<file path="src/rtl/pkt_rx_resp.sv">
// Packet responder: buffers payload, checks trailing XOR checksum, forwards good packets
// store-and-forward and reports one status pulse per packet. Optional PKT_RX_STATS_EN adds good/bad counters.
`timescale 1ns/1ps
module pkt_rx_resp #(
    parameter int DW    = 8,
    parameter int DEPTH = 16,
    parameter int LW    = $clog2(DEPTH + 1)
) (
    input  logic          clk,
    input  logic          rst_n,
    input  logic          in_valid,
    output logic          in_ready,
    input  logic [DW-1:0] in_data,
    input  logic          in_last,
    output logic          out_valid,
    input  logic          out_ready,
    output logic [DW-1:0] out_data,
    output logic          out_last,
    output logic          sts_valid,
    output logic          sts_ok,
    output logic [LW-1:0] sts_len
`ifdef PKT_RX_STATS_EN
    ,
    output logic [15:0]   stat_good,
    output logic [15:0]   stat_bad
`endif
);

    localparam int AW = $clog2(DEPTH);
    localparam logic [LW-1:0] DEPTH_L = LW'(DEPTH);

    localparam logic [2:0] S_IDLE  = 3'd0;
    localparam logic [2:0] S_RECV  = 3'd1;
    localparam logic [2:0] S_DROP  = 3'd2;
    localparam logic [2:0] S_SEND  = 3'd3;
    localparam logic [2:0] S_FLUSH = 3'd4;

    logic [2:0]    state_q, state_d;
    logic [DW-1:0] acc_q, acc_d;
    logic [LW-1:0] len_q, len_d;
    logic [AW-1:0] wr_ptr_q, wr_ptr_d;
    logic [AW-1:0] rd_ptr_q, rd_ptr_d;
    logic [AW-1:0] rd_nxt;
    logic          in_ready_q, in_ready_d;
    logic          out_valid_q, out_valid_d;
    logic          out_last_q, out_last_d;
    logic [DW-1:0] out_data_q, out_data_d;
    logic          sts_valid_q, sts_valid_d;
    logic          sts_ok_q, sts_ok_d;
    logic [LW-1:0] sts_len_q, sts_len_d;
    logic          wr_en;
    logic          in_fire;
    logic          out_fire;
    logic [DW-1:0] mem_q [DEPTH];

    assign in_fire  = in_valid && in_ready_q;
    assign out_fire = out_valid_q && out_ready;
    assign rd_nxt   = rd_ptr_q + 1'b1;

    always_comb begin
        state_d     = state_q;
        acc_d       = acc_q;
        len_d       = len_q;
        wr_ptr_d    = wr_ptr_q;
        rd_ptr_d    = rd_ptr_q;
        wr_en       = 1'b0;
        out_valid_d = out_valid_q;
        out_last_d  = out_last_q;
        out_data_d  = out_data_q;
        sts_valid_d = 1'b0;
        sts_ok_d    = sts_ok_q;
        sts_len_d   = sts_len_q;
        case (state_q)
            S_IDLE: begin
                if (in_fire) begin
                    if (in_last) begin
                        sts_valid_d = 1'b1;
                        sts_ok_d    = (in_data == '0);
                        sts_len_d   = '0;
                    end else begin
                        wr_en    = 1'b1;
                        wr_ptr_d = wr_ptr_q + 1'b1;
                        acc_d    = in_data;
                        len_d    = LW'(1);
                        state_d  = S_RECV;
                    end
                end
            end
            S_RECV: begin
                if (in_fire) begin
                    if (in_last) begin
                        sts_valid_d = 1'b1;
                        sts_ok_d    = (in_data == acc_q);
                        sts_len_d   = len_q;
                        if (in_data == acc_q) begin
                            // Preload the head word so the first beat appears the next cycle.
                            state_d     = S_SEND;
                            out_valid_d = 1'b1;
                            out_data_d  = mem_q[rd_ptr_q];
                            out_last_d  = (len_q == LW'(1));
                        end else begin
                            state_d = S_FLUSH;
                        end
                    end else if (len_q == DEPTH_L) begin
                        state_d = S_DROP;
                    end else begin
                        wr_en    = 1'b1;
                        wr_ptr_d = wr_ptr_q + 1'b1;
                        acc_d    = acc_q ^ in_data;
                        len_d    = len_q + 1'b1;
                    end
                end
            end
            S_DROP: begin
                if (in_fire && in_last) begin
                    sts_valid_d = 1'b1;
                    sts_ok_d    = 1'b0;
                    sts_len_d   = DEPTH_L;
                    state_d     = S_FLUSH;
                end
            end
            S_SEND: begin
                // len_q counts words still to be popped while sending.
                if (out_fire) begin
                    if (len_q == LW'(1)) begin
                        out_valid_d = 1'b0;
                        out_last_d  = 1'b0;
                        out_data_d  = '0;
                        acc_d       = '0;
                        len_d       = '0;
                        wr_ptr_d    = '0;
                        rd_ptr_d    = '0;
                        state_d     = S_IDLE;
                    end else begin
                        rd_ptr_d   = rd_nxt;
                        len_d      = len_q - 1'b1;
                        out_data_d = mem_q[rd_nxt];
                        out_last_d = (len_q == LW'(2));
                    end
                end
            end
            S_FLUSH: begin
                acc_d    = '0;
                len_d    = '0;
                wr_ptr_d = '0;
                rd_ptr_d = '0;
                state_d  = S_IDLE;
            end
            default: begin
                acc_d    = '0;
                len_d    = '0;
                wr_ptr_d = '0;
                rd_ptr_d = '0;
                state_d  = S_IDLE;
            end
        endcase
        in_ready_d = (state_d == S_IDLE) || (state_d == S_RECV) || (state_d == S_DROP);
    end

    always_ff @(posedge clk or negedge rst_n) begin
        if (!rst_n) begin
            state_q     <= S_IDLE;
            acc_q       <= '0;
            len_q       <= '0;
            wr_ptr_q    <= '0;
            rd_ptr_q    <= '0;
            in_ready_q  <= 1'b0;
            out_valid_q <= 1'b0;
            out_last_q  <= 1'b0;
            out_data_q  <= '0;
            sts_valid_q <= 1'b0;
            sts_ok_q    <= 1'b0;
            sts_len_q   <= '0;
        end else begin
            state_q     <= state_d;
            acc_q       <= acc_d;
            len_q       <= len_d;
            wr_ptr_q    <= wr_ptr_d;
            rd_ptr_q    <= rd_ptr_d;
            in_ready_q  <= in_ready_d;
            out_valid_q <= out_valid_d;
            out_last_q  <= out_last_d;
            out_data_q  <= out_data_d;
            sts_valid_q <= sts_valid_d;
            sts_ok_q    <= sts_ok_d;
            sts_len_q   <= sts_len_d;
        end
    end

    always_ff @(posedge clk) begin
        if (wr_en) begin
            mem_q[wr_ptr_q] <= in_data;
        end
    end

`ifdef PKT_RX_STATS_EN
    logic [15:0] stat_good_q, stat_bad_q;

    always_ff @(posedge clk or negedge rst_n) begin
        if (!rst_n) begin
            stat_good_q <= '0;
            stat_bad_q  <= '0;
        end else if (sts_valid_d) begin
            if (sts_ok_d && (stat_good_q != 16'hFFFF)) begin
                stat_good_q <= stat_good_q + 1'b1;
            end else if (!sts_ok_d && (stat_bad_q != 16'hFFFF)) begin
                stat_bad_q <= stat_bad_q + 1'b1;
            end
        end
    end

    assign stat_good = stat_good_q;
    assign stat_bad  = stat_bad_q;
`else
    // Statistics counters are not built in this configuration.
`endif

    assign in_ready  = in_ready_q;
    assign out_valid = out_valid_q;
    assign out_last  = out_last_q;
    assign out_data  = out_data_q;
    assign sts_valid = sts_valid_q;
    assign sts_ok    = sts_ok_q;
    assign sts_len   = sts_len_q;

endmodule
</file>
<file path="config.mk">
export PLATFORM = sky130hd
export DESIGN_NAME = pkt_rx_resp
export DESIGN_NICKNAME = d
export VERILOG_FILES = /design/src/rtl/pkt_rx_resp.sv
export SDC_FILE = /design/constraint.sdc
export NUM_CORES = 1
export LEC_CHECK = 0
export ABC_AREA = 0
export CAP_MARGIN = 20
export CORE_ASPECT_RATIO = 1.5
export CORE_UTILIZATION = 26
export CTS_CLUSTER_DIAMETER = 30
export CTS_CLUSTER_SIZE = 12
export DETAILED_ROUTE_END_ITERATION = 10
export GPL_TIMING_DRIVEN = 0
export HOLD_SLACK_MARGIN = 0.1
export SLEW_MARGIN = 10
export SYNTH_ARGS = -nofsm -noshare
export SYNTH_HDL_FRONTEND = slang
export SYNTH_SLANG_ARGS = --single-unit
</file>
<file path="constraint.sdc">
create_clock -name clk -period 5.2 [get_ports clk]
set_input_delay 0.52 -clock clk [delete_from_list [all_inputs] [get_ports clk]]
set_output_delay 0.52 -clock clk [all_outputs]
set_load 0.005 [all_outputs]
</file>
Yosys cells after proc, flatten, opt, wreduce, memory -nomap -nowiden
Memories as Yosys holds them, arrays and structs flattened.
Cells that the tools add are included.
{"block": "word_totals", "register_bits": 42, "mem_bits_rw": 128, "out_inout_bits": 18, "wordCells": 137, "n_memories": 1}
{"memory": "mem_q", "depth": 16, "word_bits": 8, "read_ports": 2, "rd_ports_with_merged_regs": 0, "write_ports": 1, "line_no": "54", "source": "logic [DW-1:0] mem_q [DEPTH];"}
{"block": "classes", "addsub": 4, "n_eq_ne": 20, "muxes": 79, "bitwise_logic": 3, "n_reduce_logical": 18}
{"op": "$mux 8", "n": 12}
{"op": "$mux 5", "n": 12}
{"op": "$mux 4", "n": 9}
{"op": "$pmux 8 s4", "n": 1}
{"op": "$mux 3", "n": 9}
{"op": "$mux 1", "n": 25}
{"op": "$ne 2x2->1 const B", "n": 11}
{"op": "$pmux 5 s4", "n": 1}
{"op": "$pmux 4 s4", "n": 1}
{"op": "$pmux 8 s2", "n": 1}
{"op": "$pmux 5 s3", "n": 1}
{"op": "$pmux 3 s4", "n": 1}
{"op": "$reduce_and 6->1", "n": 2}
{"op": "$eq 3x2->1 const B", "n": 3}
{"op": "$add 4x1->4 const B", "n": 2}
{"op": "$eq 8x8->1", "n": 1}
{"op": "$logic_not 8->1", "n": 1}
{"op": "$pmux 1 s2", "n": 4}
{"op": "$pmux 4 s2", "n": 1}
{"op": "$reduce_and 8->1", "n": 1}
{"op": "$xor 8x8->8", "n": 1}
{"op": "$reduce_and 7->1", "n": 1}
{"op": "$eq 3x1->1 const B", "n": 2}
{"op": "$logic_not 3->1", "n": 2}
{"op": "15 further kinds", "n": 19}

Longest topological paths before layout
{"block": "depth", "word_depth": 8, "ltp_mapped": 9}

Worst setup path before layout
OpenSTA, ideal clock, no wires.
{"block": "synth_path", "kind": "reg2reg", "from": "register len_q[0]", "to": "memory mem_q[3][0], enable pin", "setup_ns": 0.332, "t_arrival_ns": 1.966, "t_required_ns": 4.868, "setup_slack_ns": 2.902, "path_stages_with_launch": 8, "synth_period_minus_slack_ns": 2.298, "path_cell_list": "dfrtp_1 -> inv_1 -> ha_1 -> and4bb_2 -> a211oi_1 -> and2b_1 -> and2b_1 -> and2_1"}
{"block": "synth_via", "elab_chain_len": 7}
{"item": "start, declared", "line_no": "40", "source": "logic [LW-1:0] len_q, len_d;"}
{"item": "start signal, assigned", "line_no": "177", "source": "len_q <= len_d;"}
{"item": "$eq 5x5->1", "line_no": "104", "source": "end else if (len_q == DEPTH_L) begin"}
{"item": "$mux 1", "line_no": "104"}
{"item": "$mux 1", "line_no": "91", "source": "if (in_last) begin"}
{"item": "$mux 1", "line_no": "90", "source": "if (in_fire) begin"}
{"item": "$pmux 1 s2", "line_no": "73", "source": "case (state_q)"}
{"item": "$mux 1", "line_no": "191", "source": "if (wr_en) begin"}
{"item": "$mux 1 (implied by the code)", "line_no": "192", "source": "mem_q[wr_ptr_q] <= in_data;"}
{"item": "end, declared", "line_no": "54"}
No other way between the ends.

Worst setup path after layout
{"block": "layout_path", "from": "input port in_data[4]", "to": "register out_last_q, in the netlist out_last"}
{"block": "layout_via", "elab_chain_len": 3}
{"item": "start, declared", "line_no": "13", "source": "input logic [DW-1:0] in_data,"}
{"item": "$eq 8x8->1", "line_no": "95", "source": "if (in_data == acc_q) begin"}
{"item": "$ne 2x2->1 (no line)"}
{"item": "$reduce_and 5->1 (no line)"}
{"item": "end signal, assigned", "line_no": "182", "source": "out_last_q <= out_last_d;"}
{"item": "end, declared", "line_no": "46", "source": "logic out_last_q, out_last_d;"}
No other way between the ends.
A chain may end at the register's enable or synchronous reset.

==> flow_metrics.tcl <==
set metrics [dict create \
    post-synth-top-area-cell "edfxtp_1" \
    fin_crit_sh_pct 65.4 \
    dp_slack_ns 1.35 \
    status "finished, final reports clean" \
    fmax_ghz 0.294 \
    netlist_instances 569 \
    hold_viol 0 \
    p_leak_nw 3.26 \
    clk_path_buf_depth 2 \
    fin_ws_ns 1.80 \
    rsz0062_at_grt "false" \
    cts.htree.levels 4 \
    first_pass_iters 5 \
    cts_setup_buffers 0 \
    maxCapViolations 0 \
    path_class "in -> reg" \
    viasPerCell 5.15 \
    start_util_pct 26.5 \
    place_hpwl_um 16000 \
    worstMarginPinSlew_ns 1.08 \
    nets 642 \
    fin_worst_skew_ns 0.00800 \
    synthTopCellsByArea "edfxtp_1 (44%), mux4_2 (16%), dfrtp_1 (12%)" \
    io_pins 31 \
    grt_usage_pct 14.4 \
    drcViolationCount 0 \
    num_vias 5390 \
    reg2reg_depth 6 \
    antenna_cells 0 \
    syn2layout_area_growth_pct 17.0 \
    cts-root-buf "clkbuf_16" \
    fin_util_pct 31.0 \
    grt_start_max_net_pins 25 \
    drv_slew 0 \
    clk_pin_slew_worst_paths_ns 0.06 \
    yosysWarnings 0 \
    clk_latency_ns 0.44 \
    crit_required_ns 5.52 \
    relSlewSlack_pct 28.0 \
    fin_crit_ns 3.40 \
    port_buffers 30 \
    crit_path_end_kind "flop" \
    postSynthRegisterBits 170 \
    cts_buffers 17 \
    holdBufCountCts 0 \
    synthArstFlopShare_pct 24.7 \
    setup_viol 0 \
    core_um2 32600 \
    drt_iter0_markers 484 \
    r2r-end "mem_q[8][4]" \
    die_h_um 225 \
    yosysUniqueCellTypes 68 \
    global_route.overflow_total 0 \
    peakVddDrop_mv 0.185 \
    grt_first_pass_wirelength_um 34300 \
    gp_congestion 0.815 \
    synth_top_area_share_pct 44.4 \
    dieArea_um2 34000 \
    cp_max_fo 21 \
    finalPower_mw 4.40 \
    setup_tns_ns 0 \
    dieWidth_um 151 \
    netlist_area_um2 8650 \
    synth_nets 592 \
    synth_seq_area_share_pct 56.6 \
    synth-edff-count 128 \
    rows 81 \
    powerDensity_nw_per_um2 435 \
    cp-start-kind "input port" \
    grt_antenna_before_repair 0 \
    drive_gt1_share_pct 21.7 \
    avgSynthCellArea_um2 15.2 \
    arrival_ns 3.72 \
    grt_pass1_vias 5547 \
    clock-sinks 170 \
    cts_tree "yes" \
    hold_path_class "in -> async" \
    wl_per_cell_um 22.2 \
    ctsResizeCount 0 \
    rrSetupSlack_ns 2.29 \
    ant_nets 0 \
    routed_wl_um 23300 \
    r2r-start "len_q[0]" \
    synthFlopType "edfxtp_1" \
]
logic make-up (layout without fill, tap and decap cells):
kind of cell | count (synthesis) | count (layout) | share of synthesized area [%]
AND/OR/NAND/NOR | 140 | 140 | 9.52
multiplexers | 103 | 103 | 20.7
AO/OA/AOI/OAI | 90 | 90 | 7.54
buffers and inverters | 44 | 107 | 3.01
XOR/XNOR | 12 | 12 | 1.22
flip-flops | 170 | 170 | 56.6
adder cells (fa/ha/maj) | 10 | 10 | 1.45
stage by stage:
stage	hold slack (ns)	std cells	area (um^2)
2_1_floorplan	0.224	569	8650
3_3_place_gp	0.474	1014	9470
3_5_place_dp	0.478	1015	9490
4_1_cts	0.184	1047	10100
5_1_grt	0.190	1047	10100
6_report	0.149	1047	10100
cells in the final DEF (no fill, tap or decap), types with 3 or more instances in the layout:
cell,count
nand3b_1,3
xnor2_1,10
buf_4,10
inv_1,7
o22ai_1,10
o31ai_1,5
buf_6,6
nand3_1,21
nor2_1,13
bufinv_16,5
o22a_1,14
clkdlybuf4s50_1,29
buf_2,10
o21ai_0,19
and3_1,6
a21oi_1,10
nand2_1,31
clkinvlp_4,3
clkinv_1,3
clkbuf_1,10
nor3b_1,9
dfrtp_1,42
ha_1,10
nor2b_1,3
nand2b_1,4
nor3_1,3
edfxtp_1,128
and2_1,14
nor4_1,4
mux4_2,60
mux2i_1,37
clkbuf_16,17
mux2_2,5
a31oi_1,5
nand4b_1,14
final cells by class:
cell class / instances / area (um^2)
plain buffers: 37 / 234
repair buffers: 31 / 323
clock buffers: 18 / 429
clock inverters: 14 / 203
well taps: 415 / 519
fillers: 3235 / 22500
inverters: 7 / 26.3
multi-input cells: 355 / 3490
flip-flops and latches: 170 / 4890
power by group:
part | switching [mW] | internal [mW]
clock | 0.523 | 0.845
combinational | 0.717 | 0.596
sequential | 0.118 | 1.60
synth_stat cells, drive strengths merged, types with 13 or more instances:
cell and number:
edfxtp 128, mux4 60, dfrtp 42, mux2i 37, nand2 31, buf 27, nand3 21, o21ai 19
and2 15, nand4b 14, o22a 14, nor2 13
worst max path at each step:
stage,startpoint,to,slack [ns]
floorplan,len_q[0],mem_q[3][0],2.90
global placement,in_data[4],out_last,1.39
detailed placement,in_data[4],out_last,1.35
CTS,in_data[4],out_last,1.81
global route,in_data[2],out_last,1.74
finish,in_data[4],out_last,1.80
registers in the layout, indices dropped and copies added (netlist names):
register and cells:
sts_len 5, rd_ptr_q 4, len_q 5, sts_valid 1, mem_q 128, in_ready 1
state_q 3, out_data 8, out_last 1, acc_q 8, sts_ok 1, wr_ptr_q 4
out_valid 1
metal layers:
layer  global-route usage [%]  wire length, um
met4                     7.03              821
met2                     25.9            12500
met3                     2.81             1050
met1                     16.0             8900
met5                        0                0
critical path: stages:
cell and delay, ns:
clkdlybuf4s50_1 0.88, xnor2_1 0.43, nand4_1 0.28, o31ai_4 0.80, and2_1 0.22, buf_4 0.22, mux2_1 0.34
Power figures use the tool's default switching activity.
==> patch 1 (same settings) <==
Change the parameter `DEPTH` from 16 to 32.
--- a/src/rtl/pkt_rx_resp.sv
+++ b/src/rtl/pkt_rx_resp.sv
@@ -4,5 +4,5 @@
 module pkt_rx_resp #(
     parameter int DW    = 8,
-    parameter int DEPTH = 16,
+    parameter int DEPTH = 32,
     parameter int LW    = $clog2(DEPTH + 1)
 ) (
Ports: changed (resized sts_len); port bits go from 31 to 32. The function was not compared with the original's and may differ.
==> patch 1 against the original RTL <==
- wire length increased by 83%
- sequential cell count is 132 higher
- fmax down 10%
- setup slack worse by 380 ps
- critical endpoint is now mem_q[25][0]
- global-route usage is 0.52 points higher
- cell area up 72%
- first-iteration DRC count rose by 81%
- area after synthesis grew 72%
- die area is 71% higher
- power increased by 23%
==> patch 1: results (changes against the original RTL) <==
- Final clock skew: 22.7 ps (+14.7 ps)
- Synth area leaders: edfxtp_1 52%, mux4_2 18%, dfrtp_1 7.7%, mux2i_1 4.2%, mux2_2 1.9%
- Syn nets: 941 (+59%)
- H-tree levels: 2 (-2)
- Routability congestion estimate from global placement: 0.913 (+12%)
- Number of DRC violations after detailed-routing iteration 0: 877 (+81%)
- Critical path fanouts, max: 9 (-57%)
- Number of warning messages in the yosys log: 0 (unchanged)
- Global-route wire length before repair: 63300 um (+85%)
- Worst reg2reg endpoint: mem_q[25][0]
- Clock insertion delay at the later pin of the skew report: 560 ps (+120 ps)
- Antenna violations before repair: 3 (+3)
- NumNets Final: 1017 (+58%)
- Maximum count of clock buffers along a single path: 3 (+1)
- IO buf count: 31 (+3.3%)
- Setup CP Type: reg2reg
- Fill cells: 5427 (+68%)
- Hold Crit Class: reg2reg
- Clock buffers created by TritonCTS: 41 (+24)
- Combined global-route utilization of all metal layers: 0.149 (+0.00517)
- Post-cts hold buffer count: 1 (+1)
- LEAKAGE: 5.28 nW (+62%)
- Commonest cells in the netlist: 256 x edfxtp_1, 121 x mux4_2, 62 x mux2i_1
- Signal arrival time at the worst endpoint: 3950 ps (+230 ps)
- Run status: complete, no violations
- Leading register cell type out of synthesis: edfxtp_1
- Sequential fraction of the synthesis area: 0.595 (+0.0291)
- Aggregate routed wire length: 42600 um (+83%)
- Minimum setup slack among reg-to-reg paths: 1420 ps (-870 ps)
- Flip-flop count of the largest register after layout: 256 (+100%)
- Share of post-route cells with drive strength above 1: 0.254 (+0.0374)
- Number of enable-type register cells in the synthesized netlist: 256 (+100%)
- Worst VDD drop: 0.230 mV (+25%)
- Number of global-route vias before repair: 9671 (+74%)
- First drt pass iteration count: 5 (unchanged)
- Ys async rst share: 0.152 (-0.0947)
- Pin count of the biggest net entering global routing: 38 (+52%)
- Power spent charging and discharging nets: 1.16 mW (-15%)
- Placed wire-length estimate after detailed placement: 29200 um (+82%)
- Tightest Pin Transition: 1120 ps (+39.7 ps)
- Origin of the worst setup path: len_q[0]
==> patch 1: changes by cell type after synthesis, moves of 17 or more <==
| cell | unedited run | this run |
|---|---|---|
| edfxtp_1 | 128 | 256 |
| mux4_2 | 60 | 121 |
| nor2_1 | 13 | 48 |
| mux2i_1 | 37 | 62 |
| a21oi_1 | 10 | 32 |
| mux2_2 | 5 | 25 |
| buf_2 | 9 | 27 |
| a22oi_1 | 2 | 19 |
==> patch 1: layout make-up <==
cell class	count	area, um^2	area share
inverter	12	45.0	0.00259
multi-input combinational	539	5660	0.326
timing repair buffer	33	295	0.0170
tap	756	946	0.0544
clock inverter	19	214	0.0123
antenna	1	2.50	0.000144
sequential	302	8840	0.508
clock buffer	49	1080	0.0620
buffer	65	309	0.0178
==> patch 1: cell families (layout without fill, tap and decap cells) <==
group / count (synthesis) / in the layout / synth area share
flip-flops: 302 / 302 / 0.595
multiplexers: 208 / 208 / 0.244
AND/OR/NAND/NOR: 181 / 181 / 0.0632
AO/OA/AOI/OAI: 126 / 126 / 0.0571
buffers and inverters: 77 / 178 / 0.0238
XOR/XNOR: 14 / 14 / 0.00825
adder cells (fa/ha/maj): 10 / 10 / 0.00842
other: 0 / 1 / 0
==> patch 1: metrics by stage <==
step | cell area [um^2] | power (mW) | instances | util | worst slack [ps]
after floorplan | 14900 | 2.68 | 918 | - | 2690
after global placement | 16100 | 2.74 | 1705 | 0.287 | 1020
after detailed placement | 16100 | 2.74 | 1706 | 0.287 | 1320
after CTS | 17400 | 5.43 | 1775 | 0.310 | 1490
after global routing | 17400 | 5.52 | 1775 | 0.310 | 1230
final | 17400 | 5.40 | 1776 | 0.310 | 1420
==> patch 1: critical path, cell delays in order (launching register included) <==
cell and delay [ps]:
dfrtp_1 510, inv_1 170, ha_1 230, and2_1 200, a311oi_1 730, nand2_1 570
nor2_1 990
==> patch 1: power groups by stage <==
stage / Sequential, mW / Clock, mW / Combinational (mW)
detailed placement: 2.68 / 0 / 0.0625
global placement: 2.68 / 0 / 0.0626
finish: 2.63 / 2.71 / 0.0616
floorplan: 2.68 / 0 / 0.00607
CTS: 2.63 / 2.74 / 0.0633
global route: 2.63 / 2.82 / 0.0683
==> patch 1: how the worst min path moves through the flow <==
| stage | from | end | slack, ps | cells past startpoint |
|---|---|---|---|---|
| finish | sts_len[2] | sts_len[2] | 470 | 2 |
| global placement | sts_len[2] | sts_len[2] | 470 | 2 |
| floorplan | rst_n | acc_q[0] | 220 | 0 |
| detailed placement | sts_len[2] | sts_len[2] | 470 | 2 |
| CTS | sts_len[2] | sts_len[2] | 480 | 2 |
| global route | sts_len[4] | sts_len[4] | 510 | 2 |
==> patch 1: layer usage <==
layer,GRT usage,routed length (um)
met5,0,35
met4,0.0945,2670
met3,0.0227,2280
met2,0.272,22500
met1,0.160,15100
==> patch 2 (same flow settings) <==
Without the edit above. Take the reset off `out_data_q` and load it in a clocked block of its own.
--- a/src/rtl/pkt_rx_resp.sv
+++ b/src/rtl/pkt_rx_resp.sv
@@ -168,5 +168,4 @@
             out_valid_q <= 1'b0;
             out_last_q  <= 1'b0;
-            out_data_q  <= '0;
             sts_valid_q <= 1'b0;
             sts_ok_q    <= 1'b0;
@@ -181,9 +180,12 @@
             out_valid_q <= out_valid_d;
             out_last_q  <= out_last_d;
-            out_data_q  <= out_data_d;
             sts_valid_q <= sts_valid_d;
             sts_ok_q    <= sts_ok_d;
             sts_len_q   <= sts_len_d;
         end
+    end
+
+    always_ff @(posedge clk) begin
+        out_data_q <= out_data_d;
     end
 
Function: differs if rst_n is asserted again (counterexample within 4 cycles, from zero or initial values and one cycle with rst_n low); with rst_n held inactive, the same outputs for 4 cycles.
==> patch 2 against the original RTL <==
- core utilization up 0.24 points
- largest power group unchanged
- wire length down 4.2%
- power down 6.0%
- clock power down 13%
- cell area down 1.1%
- register-to-register slack worse by 310 ps
- final cell count down 2.0%
- sequential cell count unchanged
- setup slack better by 190 ps
- area after synthesis down 1.5%
- critical endpoint is now mem_q[7][1]
- non-clock buffer count up 9
- die area down 1.4%
==> patch 2: results (changes against the original RTL) <==
- Run status: complete, no violations
- Number of enable-type register cells in the synthesized netlist: 136 (+6.3%)
- Placed wire-length estimate after detailed placement: 15400 um (-3.9%)
- Area of placed instances: 9460 um^2 (-0.37%)
- Fill cells: 3169 (-2.0%)
- Flip-flop count of the largest register after layout: 128 (unchanged)
- Total via count in the routed design: 5381 (-0.17%)
- Signal arrival time at the worst endpoint: 3270 ps (-450 ps)
- Hold Crit Class: reg2reg
- Global-route wire length before repair: 33300 um (-2.9%)
- Share of post-route cells with drive strength above 1: 0.227 (+0.0105)
- Pin count of the biggest net entering global routing: 35 (+40%)
- Ys async rst share: 0.200 (-0.0471)
- P_clk: 1.19 mW (-13%)
- Combinational power share: 0.293 (-0.005)
- Net switching fraction of the power: 0.317 (+0.00831)
- Fraction of synthesized cell area in xor and xnor cells: 0.0142 (+0.00209)
- Distinct cells, synth: 62 (-8.8%)
- Diodes inserted: 0 (unchanged)
- LEAKAGE: 3.35 nW (+2.7%)
- Commonest cells in the netlist: 136 x edfxtp_1, 64 x mux4_2, 34 x dfrtp_1
- NumNets Final: 626 (-2.5%)
- Clock insertion delay at the later pin of the skew report: about 430 ps
- Critical path fanouts, max: 9 (-57%)
- Number of global-route vias before repair: 5514 (-0.59%)
- Number of DRC violations after detailed-routing iteration 0: 494 (+2.1%)
- Syn nets: 567 (-4.2%)
- Worst path slowest cell: nor3_2
- Sequential fraction of the synthesis area: 0.579 (+0.0131)
- Max transition margin: 0.323 (+0.0429)
- DRC viols: 0 (unchanged)
- Combined global-route utilization of all metal layers: 0.139 (-0.00534)
- First drt pass iteration count: 5 (unchanged)
- Synth area leaders: edfxtp_1 48%, mux4_2 17%, dfrtp_1 10%, mux2i_1 2.7%, a22o_1 1.7%
- Number of warning messages in the yosys log: 0 (unchanged)
- Share of synthesized cell area in full adder, half adder and majority cells: 0.0147 (+0.000214)
- Leading register cell type out of synthesis: edfxtp_1
- Final clock skew: 9.82 ps (+1.82 ps)
- H-tree levels: 4 (unchanged)
- Top power consumer group: sequential cells
- Maximum count of clock buffers along a single path: 2 (unchanged)
- Critical path's largest stage delay: 740 ps (-140 ps)
- Compound-Gate Fraction of Synth Area: 0.0794 (+0.00405)
- Mux cell area share after synthesis: 0.197 (-0.00941)
- Post-DR wirelength/cell: 21.7 um (-2.2%)
- Root buf cell: clkbuf_16
- Register clock-pin slew on the reported worst setup and hold paths: 60 ps (about the same)
- Routability congestion estimate from global placement: 0.811 (-0.47%)
- Antenna violations before repair: 0 (unchanged)
- Cell family contributing the most delay on the critical path: simple AND/OR/NAND/NOR gates
- Worst VDD drop: 0.258 mV (+39%)
==> patch 2: area by class of cell <==
| cell class | instances | share of cell area |
|---|---|---|
| Buffer | 37 | 0.0202 |
| Clock buffer | 22 | 0.0444 |
| Clock inverter | 10 | 0.0101 |
| Inverter | 10 | 0.00375 |
| Multi-Input combinational cell | 327 | 0.339 |
| Sequential cell | 170 | 0.493 |
| Tap cell | 410 | 0.0512 |
| Timing Repair Buffer | 40 | 0.0385 |
==> patch 2: path summary, 6_finish.rpt <==
| kind | start | endpoint | slack, ps | cells after the start |
|---|---|---|---|---|
| max | len_q[0] | mem_q[7][1] | 1980 | 6 |
| min | out_last | out_last | 490 | 1 |
| max reg2reg | len_q[0] | mem_q[7][1] | 1980 | 6 |
| min reg2reg | out_last | out_last | 490 | 1 |
| max in group asynchronous | rst_n | rd_ptr_q[3] | 4430 | 3 |
| min in group asynchronous | rst_n | in_ready | 580 | 3 |
==> patch 2: layer usage <==
layer	vias to the layer above	part of all wire	track usage	routed length, um
met3	47	0.045	0.0246	994
met1	2798	0.39	0.156	8670
met2	189	0.53	0.247	11700
li1	2347	-	-	-
met4	0	0.040	0.0694	895
met5	-	0	0	0
==> patch 2: repair_timing <==
action | 4_1_cts | 5_1_grt
hold endpoints to repair | 34 | 0
hold buffers | 1 | 0
gates resized for setup | 0 | 0
==> patch 2: per-stage QoR <==
stage               worst slack (ps)  total power, mW   util  cells  hold WS [ps]
finish                          1980             4.14  0.313   1026           489
global route                    1730             4.32  0.313   1026           507
CTS                             1970             4.16  0.313   1026           495
detailed placement              1990             2.96  0.295    993           471
global placement                1200             2.92  0.291    984           462
floorplan                       2420             2.56      -    544           224
